--- config.mk ---
export PLATFORM = sky130hd
export DESIGN_NAME = uart_apb_ctrl
export DESIGN_NICKNAME = d
export VERILOG_FILES = /design/src/rtl/uart_apb_pkg.sv /design/src/rtl/uart_apb_ctrl_sync_fifo.sv /design/src/rtl/uart_apb_ctrl.sv
export SDC_FILE = /design/constraint.sdc
export NUM_CORES = 1
export LEC_CHECK = 0
export BUFFER_PORTS_ARGS = -buffer_cell sky130_fd_sc_hd__buf_2
export CAP_MARGIN = 10
export CORE_ASPECT_RATIO = 0.5
export CORE_UTILIZATION = 54
export DETAILED_ROUTE_END_ITERATION = 6
export PLACE_DENSITY = 0.78
export SKIP_CTS_REPAIR_TIMING = 1
export SYNTH_ARGS = -nofsm -noshare
export SYNTH_HDL_FRONTEND = slang
export SYNTH_SLANG_ARGS = --single-unit
export TNS_END_PERCENT = 10
--- constraint.sdc ---
create_clock -name pclk_i -period 2.9 [get_ports pclk_i]
set_input_delay 0.58 -clock pclk_i [delete_from_list [all_inputs] [get_ports pclk_i]]
set_output_delay 0.58 -clock pclk_i [all_outputs]
set_load 0.01 [all_outputs]
--- src/rtl/uart_apb_pkg.sv ---
// Shared definitions for the myuart APB controller: register map, SR bits, FSM encoding.
package uart_apb_pkg;

    localparam logic [5:0] ADDR_CR   = 6'h04;
    localparam logic [5:0] ADDR_THR  = 6'h08;
    localparam logic [5:0] ADDR_RHR  = 6'h08;
    localparam logic [5:0] ADDR_SR   = 6'h0C;
    localparam logic [5:0] ADDR_BRGR = 6'h10;
    localparam logic [5:0] ADDR_IMR  = 6'h14;

    localparam int SR_RXRDY   = 0;
    localparam int SR_TXRDY   = 1;
    localparam int SR_TXEMPTY = 2;
    localparam int SR_PARE    = 5;

    // SR clear word used when only the parity flag needs acknowledging
    localparam logic [31:0] SR_CLR_PARE = 32'h0000_0020;

    typedef enum logic [2:0] {
        CFG_BRGR,
        CFG_CR,
        CFG_IMR,
        IDLE,
        RD_SR,
        RD_RHR,
        WR_SRCLR,
        WR_THR
    } state_e;

    typedef enum logic {
        PH_SETUP  = 1'b0,
        PH_ACCESS = 1'b1
    } phase_e;

    typedef struct packed {
        state_e state;
        phase_e phase;
    } fsm_t;

    function automatic logic [5:0] state_addr(input state_e s);
        case (s)
            CFG_BRGR: return ADDR_BRGR;
            CFG_CR:   return ADDR_CR;
            CFG_IMR:  return ADDR_IMR;
            RD_RHR:   return ADDR_RHR;
            WR_THR:   return ADDR_THR;
            default:  return ADDR_SR;
        endcase
    endfunction

    function automatic logic state_is_write(input state_e s);
        return !((s == RD_SR) || (s == RD_RHR));
    endfunction

endpackage

--- src/rtl/uart_apb_ctrl_sync_fifo.sv ---
// Small synchronous FIFO with combinational head read-out.
module sync_fifo #(
    parameter int WIDTH = 8,
    parameter int DEPTH = 4
) (
    input  logic                     clk,
    input  logic                     rst_n,
    input  logic                     push,
    input  logic                     pop,
    input  logic [WIDTH-1:0]         wdata,
    output logic [WIDTH-1:0]         rdata,
    output logic                     full,
    output logic                     empty,
    output logic [$clog2(DEPTH):0]   count
);

    localparam int PTR_W = $clog2(DEPTH);
    localparam logic [PTR_W:0] FULL_COUNT = (PTR_W+1)'(DEPTH);

    logic [WIDTH-1:0] mem [DEPTH];
    logic [PTR_W-1:0] wr_ptr;
    logic [PTR_W-1:0] rd_ptr;
    logic             do_push;
    logic             do_pop;

    assign full    = (count == FULL_COUNT);
    assign empty   = (count == '0);
    // a pop in the same cycle frees the slot, so push is still taken when full
    assign do_push = push && (!full || pop);
    assign do_pop  = pop && !empty;
    assign rdata   = mem[rd_ptr];

    // storage array, contents are don't-care until written
    always_ff @(posedge clk) begin
        if (do_push) begin
            mem[wr_ptr] <= wdata;
        end
    end

    // pointers wrap naturally because DEPTH is a power of two
    always_ff @(posedge clk or negedge rst_n) begin
        if (!rst_n) begin
            wr_ptr <= '0;
            rd_ptr <= '0;
            count  <= '0;
        end else begin
            if (do_push) wr_ptr <= wr_ptr + PTR_W'(1);
            if (do_pop)  rd_ptr <= rd_ptr + PTR_W'(1);
            case ({do_push, do_pop})
                2'b10:   count <= count + (PTR_W+1)'(1);
                2'b01:   count <= count - (PTR_W+1)'(1);
                default: ;
            endcase
        end
    end

endmodule

--- src/rtl/uart_apb_ctrl.sv ---
// APB master that configures myuart at start-up, then services TX/RX and SR clears.
//
// state    | meaning
// CFG_BRGR | write BRGR_INIT to BRGR
// CFG_CR   | write CR_INIT to CR
// CFG_IMR  | write IMR_INIT to IMR, cfg_done_o set when it completes
// IDLE     | no transfer, poll counter runs
// RD_SR    | read SR, result picks the next action
// RD_RHR   | read RHR into the RX holding register
// WR_SRCLR | write SR to clear RXRDY and/or PARE
// WR_THR   | write FIFO head to THR, FIFO pops at the end of ACCESS
// Every non-IDLE state spends one SETUP and one ACCESS cycle.
module uart_apb_ctrl
    import uart_apb_pkg::*;
#(
    parameter int          TX_FIFO_DEPTH = 4,
    parameter int          POLL_INTERVAL = 64,
    parameter logic [31:0] BRGR_INIT     = 32'h0010_3E01,
    parameter logic [31:0] CR_INIT       = 32'h0000_0272,
    parameter logic [31:0] IMR_INIT      = 32'h0000_0005
) (
    input  logic        pclk_i,
    input  logic        preset_n_i,
    output logic        psel_o,
    output logic        penable_o,
    output logic        pwrite_o,
    output logic [5:0]  paddr_o,
    output logic [31:0] pwdata_o,
    input  logic [31:0] prdata_i,
    input  logic        interrupt_i,
    input  logic        tx_valid_i,
    input  logic [7:0]  tx_data_i,
    output logic        tx_ready_o,
    output logic        rx_valid_o,
    output logic [7:0]  rx_data_o,
    input  logic        rx_ready_i,
    output logic        cfg_done_o,
    output logic        pare_err_o
);

    localparam int          CNT_W     = $clog2(TX_FIFO_DEPTH) + 1;
    localparam logic [15:0] POLL_LAST = 16'(POLL_INTERVAL - 1);

    fsm_t        cur;
    fsm_t        nxt;
    logic        armed;
    logic [15:0] poll_cnt;
    logic        idle_go;
    logic        sr_pare;
    logic [31:0] nxt_wdata;
    logic        start_xfer;

    logic [7:0]       fifo_head;
    logic             fifo_full;
    logic             fifo_empty;
    logic [CNT_W-1:0] fifo_count;
    logic             push;
    logic             pop;
    logic             unused_bits;

    assign unused_bits = ^{prdata_i[31:8], prdata_i[SR_TXEMPTY], fifo_count};

    // armed stays low for the cycle in which reset releases, which keeps every
    // output at zero until the first clock edge and makes that edge start BRGR
    assign idle_go    = interrupt_i || !fifo_empty || (poll_cnt == POLL_LAST);
    assign tx_ready_o = armed && !fifo_full;
    assign push       = tx_valid_i && tx_ready_o;
    assign start_xfer = (nxt.state != IDLE) && (nxt.phase == PH_SETUP) && (nxt != cur);

    sync_fifo #(
        .WIDTH (8),
        .DEPTH (TX_FIFO_DEPTH)
    ) u_tx_fifo (
        .clk   (pclk_i),
        .rst_n (preset_n_i),
        .push  (push),
        .pop   (pop),
        .wdata (tx_data_i),
        .rdata (fifo_head),
        .full  (fifo_full),
        .empty (fifo_empty),
        .count (fifo_count)
    );

    // state register, held until the controller is armed
    always_ff @(posedge pclk_i or negedge preset_n_i) begin
        if (!preset_n_i) begin
            armed <= 1'b0;
            cur   <= '{state: CFG_BRGR, phase: PH_SETUP};
        end else begin
            armed <= 1'b1;
            if (armed) cur <= nxt;
        end
    end

    // next state and the write data for the transfer being entered
    always_comb begin
        nxt       = cur;
        nxt_wdata = 32'h0;
        if (cur.state == IDLE) begin
            if (idle_go) nxt = '{state: RD_SR, phase: PH_SETUP};
        end else if (cur.phase == PH_SETUP) begin
            nxt.phase = PH_ACCESS;
        end else begin
            nxt = '{state: IDLE, phase: PH_SETUP};
            case (cur.state)
                CFG_BRGR: begin
                    nxt.state = CFG_CR;
                    nxt_wdata = CR_INIT;
                end
                CFG_CR: begin
                    nxt.state = CFG_IMR;
                    nxt_wdata = IMR_INIT;
                end
                RD_SR: begin
                    if (prdata_i[SR_RXRDY] && !rx_valid_o) begin
                        nxt.state = RD_RHR;
                    end else if (prdata_i[SR_PARE]) begin
                        nxt.state = WR_SRCLR;
                        nxt_wdata = SR_CLR_PARE;
                    end else if (prdata_i[SR_TXRDY] && !fifo_empty) begin
                        nxt.state = WR_THR;
                        nxt_wdata = {24'h0, fifo_head};
                    end
                end
                RD_RHR: begin
                    nxt.state = WR_SRCLR;
                    nxt_wdata = {26'h0, sr_pare, 4'h0, 1'b1};
                end
                default: ;
            endcase
        end
    end

    // APB strobes and FIFO pop decoded from the current state
    always_comb begin
        psel_o    = 1'b0;
        penable_o = 1'b0;
        pop       = 1'b0;
        if (armed && (cur.state != IDLE)) begin
            psel_o    = 1'b1;
            penable_o = (cur.phase == PH_ACCESS);
            pop       = (cur.phase == PH_ACCESS) && (cur.state == WR_THR);
        end
    end

    // address/direction/data latched at the start of each SETUP, held in between
    always_ff @(posedge pclk_i or negedge preset_n_i) begin
        if (!preset_n_i) begin
            paddr_o  <= 6'h0;
            pwrite_o <= 1'b0;
            pwdata_o <= 32'h0;
        end else if (!armed) begin
            paddr_o  <= ADDR_BRGR;
            pwrite_o <= 1'b1;
            pwdata_o <= BRGR_INIT;
        end else if (start_xfer) begin
            paddr_o  <= state_addr(nxt.state);
            pwrite_o <= state_is_write(nxt.state);
            if (state_is_write(nxt.state)) pwdata_o <= nxt_wdata;
        end
    end

    // poll counter only runs while idle and restarts whenever SR is read
    always_ff @(posedge pclk_i or negedge preset_n_i) begin
        if (!preset_n_i) begin
            poll_cnt <= 16'h0;
        end else if (armed && (cur.state == IDLE)) begin
            poll_cnt <= idle_go ? 16'h0 : poll_cnt + 16'h1;
        end
    end

    // status capture, RX holding register and sticky flags
    always_ff @(posedge pclk_i or negedge preset_n_i) begin
        if (!preset_n_i) begin
            cfg_done_o <= 1'b0;
            pare_err_o <= 1'b0;
            sr_pare    <= 1'b0;
            rx_valid_o <= 1'b0;
            rx_data_o  <= 8'h0;
        end else begin
            if (penable_o && (cur.state == CFG_IMR)) cfg_done_o <= 1'b1;
            if (penable_o && (cur.state == RD_SR)) begin
                sr_pare <= prdata_i[SR_PARE];
                if (prdata_i[SR_PARE]) pare_err_o <= 1'b1;
            end
            if (penable_o && (cur.state == RD_RHR)) begin
                rx_valid_o <= 1'b1;
                rx_data_o  <= prdata_i[7:0];
            end else if (rx_valid_o && rx_ready_i) begin
                rx_valid_o <= 1'b0;
            end
        end
    end

endmodule

# Yosys cells after proc, flatten, opt, wreduce, memory -nomap -nowiden

Memory sizes are Yosys's and may differ from the RTL's.
Index checks and enable logic that the tools add are counted.

Input bits: 45
Flip-flop bits (word level): 79
Memories: 1
Bits in writable memories: 32
Output and inout bits: 53
Logic and storage cells: 104

Memories:

| name          | words | width | read ports | clocked after Yosys merged registers in | wr ports | line                          | source |
|---|---|---|---|---|---|---|---|
| u_tx_fifo.mem | 4     | 8     | 1          | 0                                       | 1        | uart_apb_ctrl_sync_fifo.sv:20 | `logic [WIDTH-1:0] mem [DEPTH];` |

Equal/unequal tests: 20
Add/sub/neg operators: 5
Mux-type cells: 31
Reduce and logical (&&, ||, !) cells: 31
Bitwise operators: 1

Operator list:

| kind                                                  | number |
|---|---|
| 2-to-1 mux 32 bit                                     | 7 |
| one-hot mux 32 bit (4 select lines)                   | 1 |
| == test 3 bit, second input constant                  | 7 |
| one-hot mux 5 bit (4 select lines)                    | 1 |
| adder 16 x 1 -> 16 bit, second input constant         | 1 |
| == test 16 x 6 -> 1 bit, second input constant        | 1 |
| 2-to-1 mux 16 bit                                     | 1 |
| logical AND 1 bit                                     | 15 |
| 2-to-1 mux 3 bit                                      | 4 |
| 2-to-1 mux 6 bit                                      | 2 |
| one-hot mux 3 bit (4 select lines)                    | 1 |
| 2-to-1 mux 1 bit                                      | 10 |
| == test 3 x 2 -> 1 bit, second input constant         | 3 |
| logical NOT 3 bit                                     | 3 |
| 2-to-1 mux 4 bit                                      | 2 |
| 2-to-1 mux 8 bit                                      | 1 |
| == test 3 x 1 -> 1 bit, second input constant         | 2 |
| inequality test 3 x 2 -> 1 bit, second input constant | 2 |
| one-hot mux 3 bit (2 select lines)                    | 1 |
| adder 2 x 1 -> 2 bit, second input constant           | 2 |
| logical NOT 1 bit                                     | 4 |
| logical OR 1 bit                                      | 4 |
| inequality test 4 bit                                 | 1 |
| AND reduction 2 bit                                   | 2 |
| other kinds (9)                                       | 10 |

# Depth between registers and ports, before layout

Gate-level depths: netlist of the first run.

Word-level depth: 14
Gate-level depth with buffers: 11

# Cells and area by module

Synthesis of the first run repeated with hierarchy kept, for this count alone.

Cells, all modules: 332
Area total of the unflattened synthesis: 4,093.9 um^2

By module, submodules not included:

| module        | cells an instance | area an instance (um^2) | seq. area each (um^2) | instances |
|---|---|---|---|---|
| uart_apb_ctrl | 252               | 2,506.2                 | 1,176.1               | 1 |
| sync_fifo     | 80                | 1,587.8                 | 1,136.1               | 1 |

# Worst setup path before layout of the first run

No wires, ideal clock.

Kind: reg-to-reg
Start point: register armed
End point: register u_tx_fifo.count[2]
Clock period less this slack: 2.116 ns
Arrival: 1.991 ns
Setup time: 0.125 ns
Stages on the path, launching flop included: 12
Path slack: 0.784 ns
Path through: dfrtp_1 buf_2 inv_1 a31oi_1 and2_1 inv_1 ha_1 inv_1 fa_1 xor2_1 nor2_1 xor2_1

RTL lines:

| item                                                                            | line                          | source |
|---|---|---|
| start, declared                                                                 | uart_apb_ctrl.sv:46           | `logic armed;` |
| start signal, assigned                                                          | uart_apb_ctrl.sv:88           | `armed <= 1'b0;` |
| start signal, assigned                                                          | uart_apb_ctrl.sv:91           | `armed <= 1'b1;` |
| logical AND 1 bit *                                                             | uart_apb_ctrl.sv:66           | `assign tx_ready_o = armed && !fifo_full;` |
| net tx_ready_o                                                                  | uart_apb_ctrl.sv:33           | `output logic tx_ready_o,` |
| logical AND 1 bit *                                                             | uart_apb_ctrl.sv:67           | `assign push = tx_valid_i && tx_ready_o;` |
| logical AND 1 bit *                                                             | uart_apb_ctrl_sync_fifo.sv:29 | `assign do_push = push && (!full \|\| pop);` |
| == test 2 x 1 -> 1 bit / == test 2 bit (equally long branches)                  | uart_apb_ctrl_sync_fifo.sv:49 | `case ({do_push, do_pop})` |
| one-hot mux 3 bit (2 select lines) / nonzero test 2 bit (equally long branches) | -                             |  |
| end signal, assigned                                                            | uart_apb_ctrl_sync_fifo.sv:50 | `2'b10: count <= count + (PTR_W+1)'(1);` |
| end signal, assigned                                                            | uart_apb_ctrl_sync_fifo.sv:51 | `2'b01: count <= count - (PTR_W+1)'(1);` |
| end, declared                                                                   | uart_apb_ctrl_sync_fifo.sv:14 | `output logic [$clog2(DEPTH):0] count` |

Mark *: on every way through the listed nets, which the timed path passes. The rest lies on a longest branch.
A chain may end at the register's enable or synchronous reset.

# Worst setup path after layout of the first run

Start point: register cur[1] (netlist bit)
End point: register poll_cnt[13]

Longest elaborated chain between the ends: 2

RTL lines:

| item                   | line                 | source |
|---|---|---|
| start, declared        | uart_apb_ctrl.sv:44  | `fsm_t cur;` |
| start signal, assigned | uart_apb_ctrl.sv:89  | `cur <= '{state: CFG_BRGR, phase: PH_SETUP};` |
| start signal, assigned | uart_apb_ctrl.sv:92  | `if (armed) cur <= nxt;` |
| == test 3 x 2 -> 1 bit | uart_apb_ctrl.sv:168 | `end else if (armed && (cur.state == IDLE)) begin` |
| logical AND 1 bit      | uart_apb_ctrl.sv:168 |  |
| end signal, assigned   | uart_apb_ctrl.sv:169 | `poll_cnt <= idle_go ? 16'h0 : poll_cnt + 16'h1;` |
| end, declared          | uart_apb_ctrl.sv:47  | `logic [15:0] poll_cnt;` |

Every way passes these cells.

==> reports/results.ini, run 1 <==
[sta]
tightestPinTransition_ns = 0.722
setup_viol = 0
fmax_mhz = 419
final-hold-violation-count = 0
layout_worst_path_cycle_share = 0.823
slew_viol_final = 0
finalHoldWorstSlack_ns = 0.101
period_needed_ns = 2.39
slew_headroom = 0.517
tns_ns = 0
grt_setup_unrepaired = false
finalClockSkew_ns = 0.00872

[yosys]
syn_area_um2 = 4180
synth_top_area_share = 0.323
synth.cells.most_frequent = dfrtp_1, edfxtp_1, nand2_1
synth_area_per_cell_um2 = 11.7
synth_most_common_cell = dfrtp_1
async_reset_ff_frac = 0.628
synth_edf_count = 32
synth-seq-cells = 86
netlist_instances = 356
ys_seq_area_frac = 0.553
synth_area_leaders = dfrtp_1, edfxtp_1, buf_4
yosys.cell_types.count = 59
synth_top_cell_by_area = dfrtp_1
synth_top_flop_cell = dfrtp_1
yosysWarnings = 0

[floorplan]
initial_core_util = 0.565
die_y_um = 64.2
io_pins = 98
rows = 22
core_area_um2 = 7400
die_w_um = 126
design.die.area_um2 = 8120

[grt]
grt_overflow_total = 0
antenna_found_initial = 0
grt_pass1_wl_um = 13000
grt_pass1_vias = 2735
track_usage = 0.217
grt_max_degree = 44

[clock_tree]
cts_tree = done
cts_htree_levels = 3
path_clk_slew_ns = 0.06
root_buffer = clkbuf_16
clockBufferDepth = 2
insertion_delay_ns = 0.35
numClockSinks = 86
cts_made_buffers = 9

[detailed_routing]
firstDrtPassIters = 4
wl_um = 7900
drc = 0
wl_per_cell_um = 15.7
vias_per_cell = 5.53
drt-initial-drc-count = 192
vias = 2789
ant_nets = 0

[power_and_ir_drop]
p_per_area_nw_per_um2 = 945
peakVddDrop_uv = 498
p_leak_nw = 2.00

[final_layout]
nNetsFinal = 455
drive_gt1_frac = 0.250
insertedDiodeCount = 0
seq_area_um2 = 2310
area_growth_pct = 12.7
multi_input_area_um2 = 1630
fillers = 548

[worst_setup_path]
crit_type = register to register
crit_path_end_kind = register
arrival_ns = 2.59
r2r-start = cur[1]$_DFFE_PN0P_
critPathLaunchType = register
crit_path_max_incr_delay_ns = 0.73
critical_path_buf_inv_count = 0
cpLargestDelayFamily = simple AND/OR/NAND/NOR gates
r2r_cells = 5
worstPathRequired_ns = 3.10
r2r_setup_slack_ns = 0.51
crit_chain = nand4b_2 -> or4_1 -> nor3_1 -> xnor2_1 -> nor2_1
crit_fanout = 19
slowest_stage = or4_1
r2r-end = poll_cnt[13]$_DFFE_PN0P_

[place]
hpwlAfterDp_um = 5550
io_buffers = 52
gp_congestion = 0.817

[status]
status = completed

[run]
drv_cap = 0

[hold_path]
hold_class = input port to asynchronous set/reset pin

[placed cells by master (no fill, tap or decap), types with 3 or more instances in the layout]
cell,n
clkbuf_16,9
a21oi_1,7
ha_1,6
conb_1,22
a21o_1,3
inv_1,17
o21ai_0,18
inv_6,4
nor2_1,24
edfxtp_1,32
mux4_2,8
nand2b_1,3
o22ai_1,6
xor2_1,5
nand2_1,32
nor2b_1,4
buf_2,52
or3_1,3
mux2_2,9
buf_4,3
nor3_1,10
nand3_1,8
dfrtp_1,54
nand4_1,3
a31oi_1,4
a21boi_0,3
and3_1,6
xnor2_1,10
[flip-flops by register name (all words and copies together), names as in the netlist]
signal,cells
poll_cnt,16
u_tx_fifo.wr_ptr,2
pwrite_o,1
rx_valid_o,1
pare_err_o,1
armed,1
u_tx_fifo.rd_ptr,2
cfg_done_o,1
u_tx_fifo.count,3
rx_data_o,8
cur,4
paddr_o,3
pwdata_o,10
sr_pare,1
u_tx_fifo.mem,32
[per-stage QoR]
| step | setup slack [ns] | cell area [um2] | std cells | utilization | power [W] |
|---|---|---|---|---|---|
| 4_1_cts | 0.523 | 4710 | 504 | 0.636 | 0.00448 |
| 3_3_place_gp | 0.610 | 4410 | 488 | 0.595 | 0.00321 |
| 2_1_floorplan | 0.784 | 4260 | 376 | - | 0.00291 |
| 6_report | 0.512 | 4710 | 504 | 0.636 | 0.00445 |
| 3_5_place_dp | 0.566 | 4410 | 488 | 0.595 | 0.00329 |
| 5_1_grt | 0.311 | 4710 | 504 | 0.636 | 0.00471 |
[power by group]
part	switching [W]	internal, W	leakage [nW]
combinational	0.000787	0.000656	0.876
sequential	0.000301	0.00154	0.974
clock	0.000494	0.000678	0.149
total	0.00158	0.00287	2.00
[worst max path at each step]
stage / from / endpoint / slack, ns / depth (start not counted)
after floorplan: armed$_DFF_PN0_ / u_tx_fifo.count[2]$_DFFE_PN0P_ / 0.78 / 11
after global placement: cur[0]$_DFFE_PN0P_ / u_tx_fifo.count[2]$_DFFE_PN0P_ / 0.61 / 8
after detailed placement: cur[0]$_DFFE_PN0P_ / u_tx_fifo.count[2]$_DFFE_PN0P_ / 0.57 / 8
after CTS: cur[0]$_DFFE_PN0P_ / u_tx_fifo.count[2]$_DFFE_PN0P_ / 0.52 / 8
after global routing: cur[0]$_DFFE_PN0P_ / u_tx_fifo.count[2]$_DFFE_PN0P_ / 0.31 / 8
final: cur[1]$_DFFE_PN0P_ / poll_cnt[13]$_DFFE_PN0P_ / 0.51 / 5
[area by class of cell]
class	instances	area share
flip-flops and latches	86	0.491
multi-input cells	234	0.346
well taps	96	0.0255
repair buffers	55	0.0600
inverters	17	0.0135
clock buffers	9	0.0478
clock inverters	7	0.0165
[layer usage]
metal,track usage,routed length (um),up-vias
li1,-,-,1325
met1,0.256,3400,1393
met2,0.365,4100,61
met3,0.0771,312,10
met4,0.0934,82,0
met5,0,0,-
[cell families after synthesis]
| group | share of synthesized area |
|---|---|
| buffers and inverters | 0.0754 |
| adder cells (fa/ha/maj) | 0.0227 |
| XOR/XNOR | 0.0314 |
| flip-flops | 0.553 |
| AO/OA/AOI/OAI | 0.0994 |
| AND/OR/NAND/NOR | 0.140 |
| other | 0.00180 |
| multiplexers | 0.0757 |
(Power assumes the default switching activity.)
==> inputs of run 2 (changes only) <==
==> constraint.sdc (replaced) <==
create_clock -name pclk_i -period 2.2 [get_ports pclk_i]
set_input_delay 0.44 -clock pclk_i [delete_from_list [all_inputs] [get_ports pclk_i]]
set_output_delay 0.44 -clock pclk_i [all_outputs]
set_load 0.01 [all_outputs]
==> reports/results.ini, run 2 (synthesis results as in run 1) <==
[clock_tree]
clockBufferDepth = 2  ; unchanged
insertion_delay_ns = 0.34  ; about the same
root_buffer = clkbuf_16
path_clk_slew_ns = 0.06  ; about the same
cts_tree = done
cts_htree_levels = 3  ; unchanged
cts_made_buffers = 9  ; unchanged
numClockSinks = 86  ; unchanged

[sta]
final-hold-violation-count = 0  ; unchanged
fmax_mhz = 469  ; +12%
period_needed_ns = 2.13  ; -0.256 ns
slew_headroom = 0.541  ; +0.0235
tightestPinTransition_ns = 0.688  ; -0.0337 ns
setup_ws_ns = 0.0679  ; -0.444 ns
finalHoldWorstSlack_ns = 0.223  ; +0.122 ns
finalClockSkew_ns = 0.00604  ; -0.00268 ns
setup_viol = 0  ; unchanged
grt_setup_unrepaired = true
slew_viol_final = 0  ; unchanged
layout_worst_path_cycle_share = 0.969  ; +0.146

[floorplan]
io_pins = 98  ; unchanged
rows = 22  ; unchanged
initial_core_util = 0.565  ; unchanged
core_area_um2 = 7400  ; unchanged
design.die.area_um2 = 8120  ; unchanged
die_y_um = 64.2  ; unchanged
die_w_um = 126  ; unchanged

[final_layout]
fin_cells = 524  ; +4.0%
mostFrequentLayoutCells = dfrtp_1, buf_2, nand2_1, edfxtp_1, nor2_1
fillers = 534  ; -2.6%
largestRegisters = u_tx_fifo.mem x32, poll_cnt x16, pwdata_o x10
insertedDiodeCount = 0  ; unchanged
top_register = u_tx_fifo.mem
largest_reg_flops = 32  ; unchanged
drive_gt1_frac = 0.299  ; +0.0491
area_growth_pct = 16.3
nNetsFinal = 475  ; +4.4%

[detailed_routing]
firstDrtPassIters = 4  ; unchanged
wl_um = 8540  ; +8.2%
wl_per_cell_um = 16.3  ; +4.0%
drc = 0  ; unchanged
vias_per_cell = 5.60  ; +1.3%
ant_nets = 0  ; unchanged
vias = 2937  ; +5.3%
drt-initial-drc-count = 296  ; +54%

[worst_setup_path]
crit_type = register to register
crit_path_end_kind = register
crit_chain = or4_4 -> mux2_4 -> a21oi_4 -> a211oi_4 -> or3_1
crit_fanout = 10  ; -9
worstPathRequired_ns = 2.42  ; -0.68 ns
critPathLaunchType = register
crit_path_max_incr_delay_ns = 0.53  ; -0.20 ns
arrival_ns = 2.35  ; -0.24 ns
slowest_stage = or4_4

[place]
dp.cells = 507  ; +3.9%
hpwlAfterDp_um = 5960  ; +7.4%
io_buffers = 52  ; unchanged
gp_congestion = 0.788  ; -3.6%
place_ws_ns = 0.0242  ; -0.542 ns

[grt]
grt_pass1_vias = 2875  ; +5.1%
grt_overflow_total = 0  ; unchanged
grt_max_degree = 55  ; +25%
grt_pass1_wl_um = 13900  ; +6.9%
antenna_found_initial = 0  ; unchanged
track_usage = 0.231  ; +0.0139

[power_and_ir_drop]
peakVddDrop_uv = 604  ; +21%
intPower_w = 0.00385  ; +34%
pwr-share-clk = 0.233  ; -0.030
p_per_area_nw_per_um2 = 1240  ; +31%
p_leak_nw = 2.08  ; +3.9%
power.share.switching = 0.362  ; +0.00612
pwr-share-seq = 0.387  ; -0.026
combPwrFrac = 0.380  ; +0.056
power_switching_w = 0.00218  ; +38%

[status]
status = completed

[run]
drv_cap = 0  ; unchanged

[hold_path]
hold_class = input port to asynchronous set/reset pin

## run 2: cell types whose count changed in the layout (fill, tap and decap cells not counted), sizes merged
cell	before	now
buf	55	74
inv	21	18
a211oi	2	3
clkinvlp	0	1
clkbuf	9	10
clkinv	2	4
bufinv	1	0
## run 2: path summary, 6_finish.rpt
path	startpoint	end	slack, ns	depth (start not counted)
setup / recovery	u_tx_fifo.count[2]$_DFFE_PN0P_	pwrite_o$_DFFE_PN0P_	0.07	5
max in group asynchronous	preset_n_i	cur[1]$_DFFE_PN0P_	1.48	2
hold reg to reg	cfg_done_o$_DFFE_PN0P_	cfg_done_o$_DFFE_PN0P_	0.47	2
hold / removal	preset_n_i	poll_cnt[0]$_DFFE_PN0P_	0.22	2
setup reg to reg	u_tx_fifo.count[2]$_DFFE_PN0P_	pwrite_o$_DFFE_PN0P_	0.07	5
min in group pclk_i	tx_data_i[1]	u_tx_fifo.mem[2][1]$_DFFE_PP_	0.31	1
## run 2: layout make-up
class / instances / area, um2 / share of cell area
tap: 96 / 120 / 0.0247
timing repair buffer: 74 / 425 / 0.0875
clock inverter: 6 / 47.5 / 0.00978
multi-input combinational: 235 / 1660 / 0.342
clock buffer: 10 / 229 / 0.0471
sequential: 86 / 2310 / 0.476
inverter: 17 / 63.8 / 0.0131
## run 2: stage by stage
stage | util | total power, W | instance area, um2 | setup TNS, ns
global placement | 0.614 | 0.00441 | 4550 | 0
CTS | 0.652 | 0.00595 | 4830 | 0
floorplan | - | 0.00384 | 4260 | 0
detailed placement | 0.614 | 0.00453 | 4550 | 0
global route | 0.657 | 0.00640 | 4860 | -0.0258
finish | 0.657 | 0.00603 | 4860 | 0
## run 2: routing by layer
metal  global-route usage  up-vias  part of all wire  wire length (um)
li1                     -     1359                 -                 -
met1                0.265     1475              0.42              3560
met2                0.401       91              0.53              4550
met3               0.0737       12             0.037               318
met4                0.108        0             0.013               115
met5                    0        -                 0                 0
## run 2: power groups by stage
stage	sequential [W]	clock [W]	combinational, W
floorplan	0.00231	0	0.00153
global placement	0.00231	0	0.00210
detailed placement	0.00235	0	0.00218
CTS	0.00233	0.00142	0.00220
global route	0.00238	0.00150	0.00253
finish	0.00233	0.00140	0.00229
## run 2: worst max-delay path, delay by kind of cell (launching register included)
kind               cells  cell delay [ns]
AOI/OAI and AO/OA      2             0.39
DFF                    1             0.44
muxes                  1             0.29
and+or+nand+nor        2             0.89
==> inputs of run 3 (changes only) <==
--- a/config.mk
+++ b/config.mk
@@ -8,9 +8,9 @@
 export BUFFER_PORTS_ARGS = -buffer_cell sky130_fd_sc_hd__buf_2
 export CAP_MARGIN = 10
 export CORE_ASPECT_RATIO = 0.5
-export CORE_UTILIZATION = 54
+export CORE_UTILIZATION = 40
 export DETAILED_ROUTE_END_ITERATION = 6
-export PLACE_DENSITY = 0.78
+export PLACE_DENSITY = 0.6
 export SKIP_CTS_REPAIR_TIMING = 1
 export SYNTH_ARGS = -nofsm -noshare
 export SYNTH_HDL_FRONTEND = slang
==> constraint.sdc (replaced) <==
create_clock -name pclk_i -period 2.4 [get_ports pclk_i]
set_input_delay 0.48 -clock pclk_i [delete_from_list [all_inputs] [get_ports pclk_i]]
set_output_delay 0.48 -clock pclk_i [all_outputs]
set_load 0.01 [all_outputs]
==> reports/results.ini, run 3 (synthesis results as in run 1) <==
[status]
status = completed

[grt]
grt_max_degree = 30  ; -45%
grt_pass1_wl_um = 13000  ; -6.6%
track_usage = 0.159  ; -0.0722
grt_overflow_total = 0  ; unchanged
antenna_found_initial = 0  ; unchanged
grt_pass1_vias = 2591  ; -9.9%

[power_and_ir_drop]
p_leak_nw = 2.06  ; -1.1%
power.share.switching = 0.361  ; -0.00105
combPwrFrac = 0.351  ; -0.029
p_per_area_nw_per_um2 = 1110  ; -10%
power_switching_w = 0.00195  ; -11%
pwr-share-clk = 0.255  ; +0.022
pwr-share-seq = 0.394  ; +0.007
intPower_w = 0.00345  ; -10%
peakVddDrop_uv = 427  ; -29%

[worst_setup_path]
startpoint = u_tx_fifo.count[0]$_DFFE_PN0P_
crit_chain = or4_4 -> mux2_4 -> a21oi_4 -> a211oi_4 -> or3_1
critical_path_buf_inv_count = 0  ; unchanged
crit_path_end_kind = register
r2r_setup_slack_ns = 0.20  ; +0.13 ns
crit_path_max_incr_delay_ns = 0.58  ; +0.05 ns
crit_fanout = 10  ; unchanged
slowest_stage = or4_4
critPathLaunchType = register
worstPathRequired_ns = 2.62  ; +0.20 ns
r2r-start = u_tx_fifo.count[0]$_DFFE_PN0P_
cpLargestDelayFamily = simple AND/OR/NAND/NOR gates
crit_type = register to register
arrival_ns = 2.41  ; +0.06 ns

[clock_tree]
insertion_delay_ns = 0.34  ; about the same
cts_tree = done
root_buffer = clkbuf_16
clockBufferDepth = 2  ; unchanged
cts_made_buffers = 9  ; unchanged
numClockSinks = 86  ; unchanged
cts_htree_levels = 3  ; unchanged
path_clk_slew_ns = 0.07  ; about the same

[sta]
grt_setup_unrepaired = false
layout_worst_path_cycle_share = 0.916  ; -0.0533
finalClockSkew_ns = 0.00824  ; +0.00219 ns
tightestPinTransition_ns = 0.620  ; -0.0687 ns
setup_viol = 0  ; unchanged
fmax_mhz = 455  ; -3.0%
final-hold-violation-count = 0  ; unchanged
slew_headroom = 0.587  ; +0.0458
tns_ns = 0  ; unchanged
period_needed_ns = 2.20  ; +0.0660 ns
slew_viol_final = 0  ; unchanged

[detailed_routing]
drt-initial-drc-count = 95  ; -68%
drc = 0  ; unchanged
vias = 2746  ; -6.5%
firstDrtPassIters = 4  ; unchanged
vias_per_cell = 4.96  ; -12%
wl_um = 7910  ; -7.4%
ant_nets = 0  ; unchanged
wl_per_cell_um = 14.3  ; -12%

[final_layout]
mostFrequentLayoutCells = dfrtp_1, buf_2, nand2_1, edfxtp_1, nor2_1
area_growth_pct = 16.0
insertedDiodeCount = 0  ; unchanged
drive_gt1_frac = 0.272  ; -0.0270
fin_area_um2 = 4850  ; -0.26%
layout_commonest_cell = dfrtp_1
nNetsFinal = 466  ; -1.9%
largestRegisters = u_tx_fifo.mem x32, poll_cnt x16, pwdata_o x10
top_register = u_tx_fifo.mem
largest_reg_flops = 32  ; unchanged
fin_cells = 554  ; +5.7%

[floorplan]
core_area_um2 = 9790  ; +32%
initial_core_util = 0.427  ; -0.138
rows = 25  ; +14%
io_pins = 98  ; unchanged
design.die.area_um2 = 10900  ; +34%
die_y_um = 74.3  ; +16%
die_w_um = 147  ; +16%

[hold_path]
hold_class = input port to asynchronous set/reset pin

[place]
dpl_cell_area_um2 = 4550  ; about the same
hpwlAfterDp_um = 5720  ; -3.9%
dp.cells = 538  ; +6.1%
io_buffers = 52  ; unchanged
gp_congestion = 0.760  ; -3.5%

[run]
drv_cap = 0  ; unchanged

run 3: power groups by stage:
stage               clock network (W)  logic (W)  registers (W)
floorplan                           0    0.00140        0.00212
global placement                    0    0.00188        0.00215
detailed placement                  0    0.00192        0.00216
CTS                           0.00141    0.00193        0.00213
global route                  0.00147    0.00211        0.00218
finish                        0.00138    0.00190        0.00213
run 3: layout make-up:
| cell class | count | area [um2] |
|---|---|---|
| timing repair buffer | 66 | 378 |
| tap | 135 | 169 |
| fill | 888 | 4940 |
| clock inverter | 7 | 73.8 |
| inverter | 17 | 63.8 |
| sequential | 86 | 2310 |
| clock buffer | 9 | 225 |
| multi-input combinational | 234 | 1630 |
run 3: final timing paths:
kind | end | cells past startpoint
max | pwrite_o$_DFFE_PN0P_ | 5
min | pwdata_o[4]$_DFFE_PN0P_ | 1
max reg2reg | pwrite_o$_DFFE_PN0P_ | 5
min reg2reg | cfg_done_o$_DFFE_PN0P_ | 2
max in group asynchronous | cur[1]$_DFFE_PN0P_ | 2
min in group pclk_i | u_tx_fifo.mem[3][3]$_DFFE_PP_ | 1
run 3: worst register-to-register path, delay by kind of cell, from the launching register on:
| kind | cells | cell delay, ns |
|---|---|---|
| DFF | 1 | 0.44 |
| muxes | 1 | 0.29 |
| and+or+nand+nor | 2 | 0.96 |
| AOI/OAI and AO/OA | 2 | 0.39 |
run 3: layer usage:
layer / part of all wire / GRT usage / vias to the layer above
met3: 0.036 / 0.0472 / 6
met2: 0.49 / 0.262 / 58
met4: 0.011 / 0.0625 / 0
li1: - / - / 1349
met5: 0 / 0 / -
met1: 0.46 / 0.203 / 1333
run 3: through the flow:
stage | hold WS [ns] | worst slack [ns] | total power (W) | util
final | 0.146 | 0.202 | 0.00540 | 0.495
after global routing | 0.194 | 0.0189 | 0.00576 | 0.495
after CTS | 0.159 | 0.190 | 0.00548 | 0.495
after detailed placement | 0.469 | 0.163 | 0.00408 | 0.465
after global placement | 0.467 | 0.181 | 0.00404 | 0.465
after floorplan | 0.184 | 0.284 | 0.00352 | -
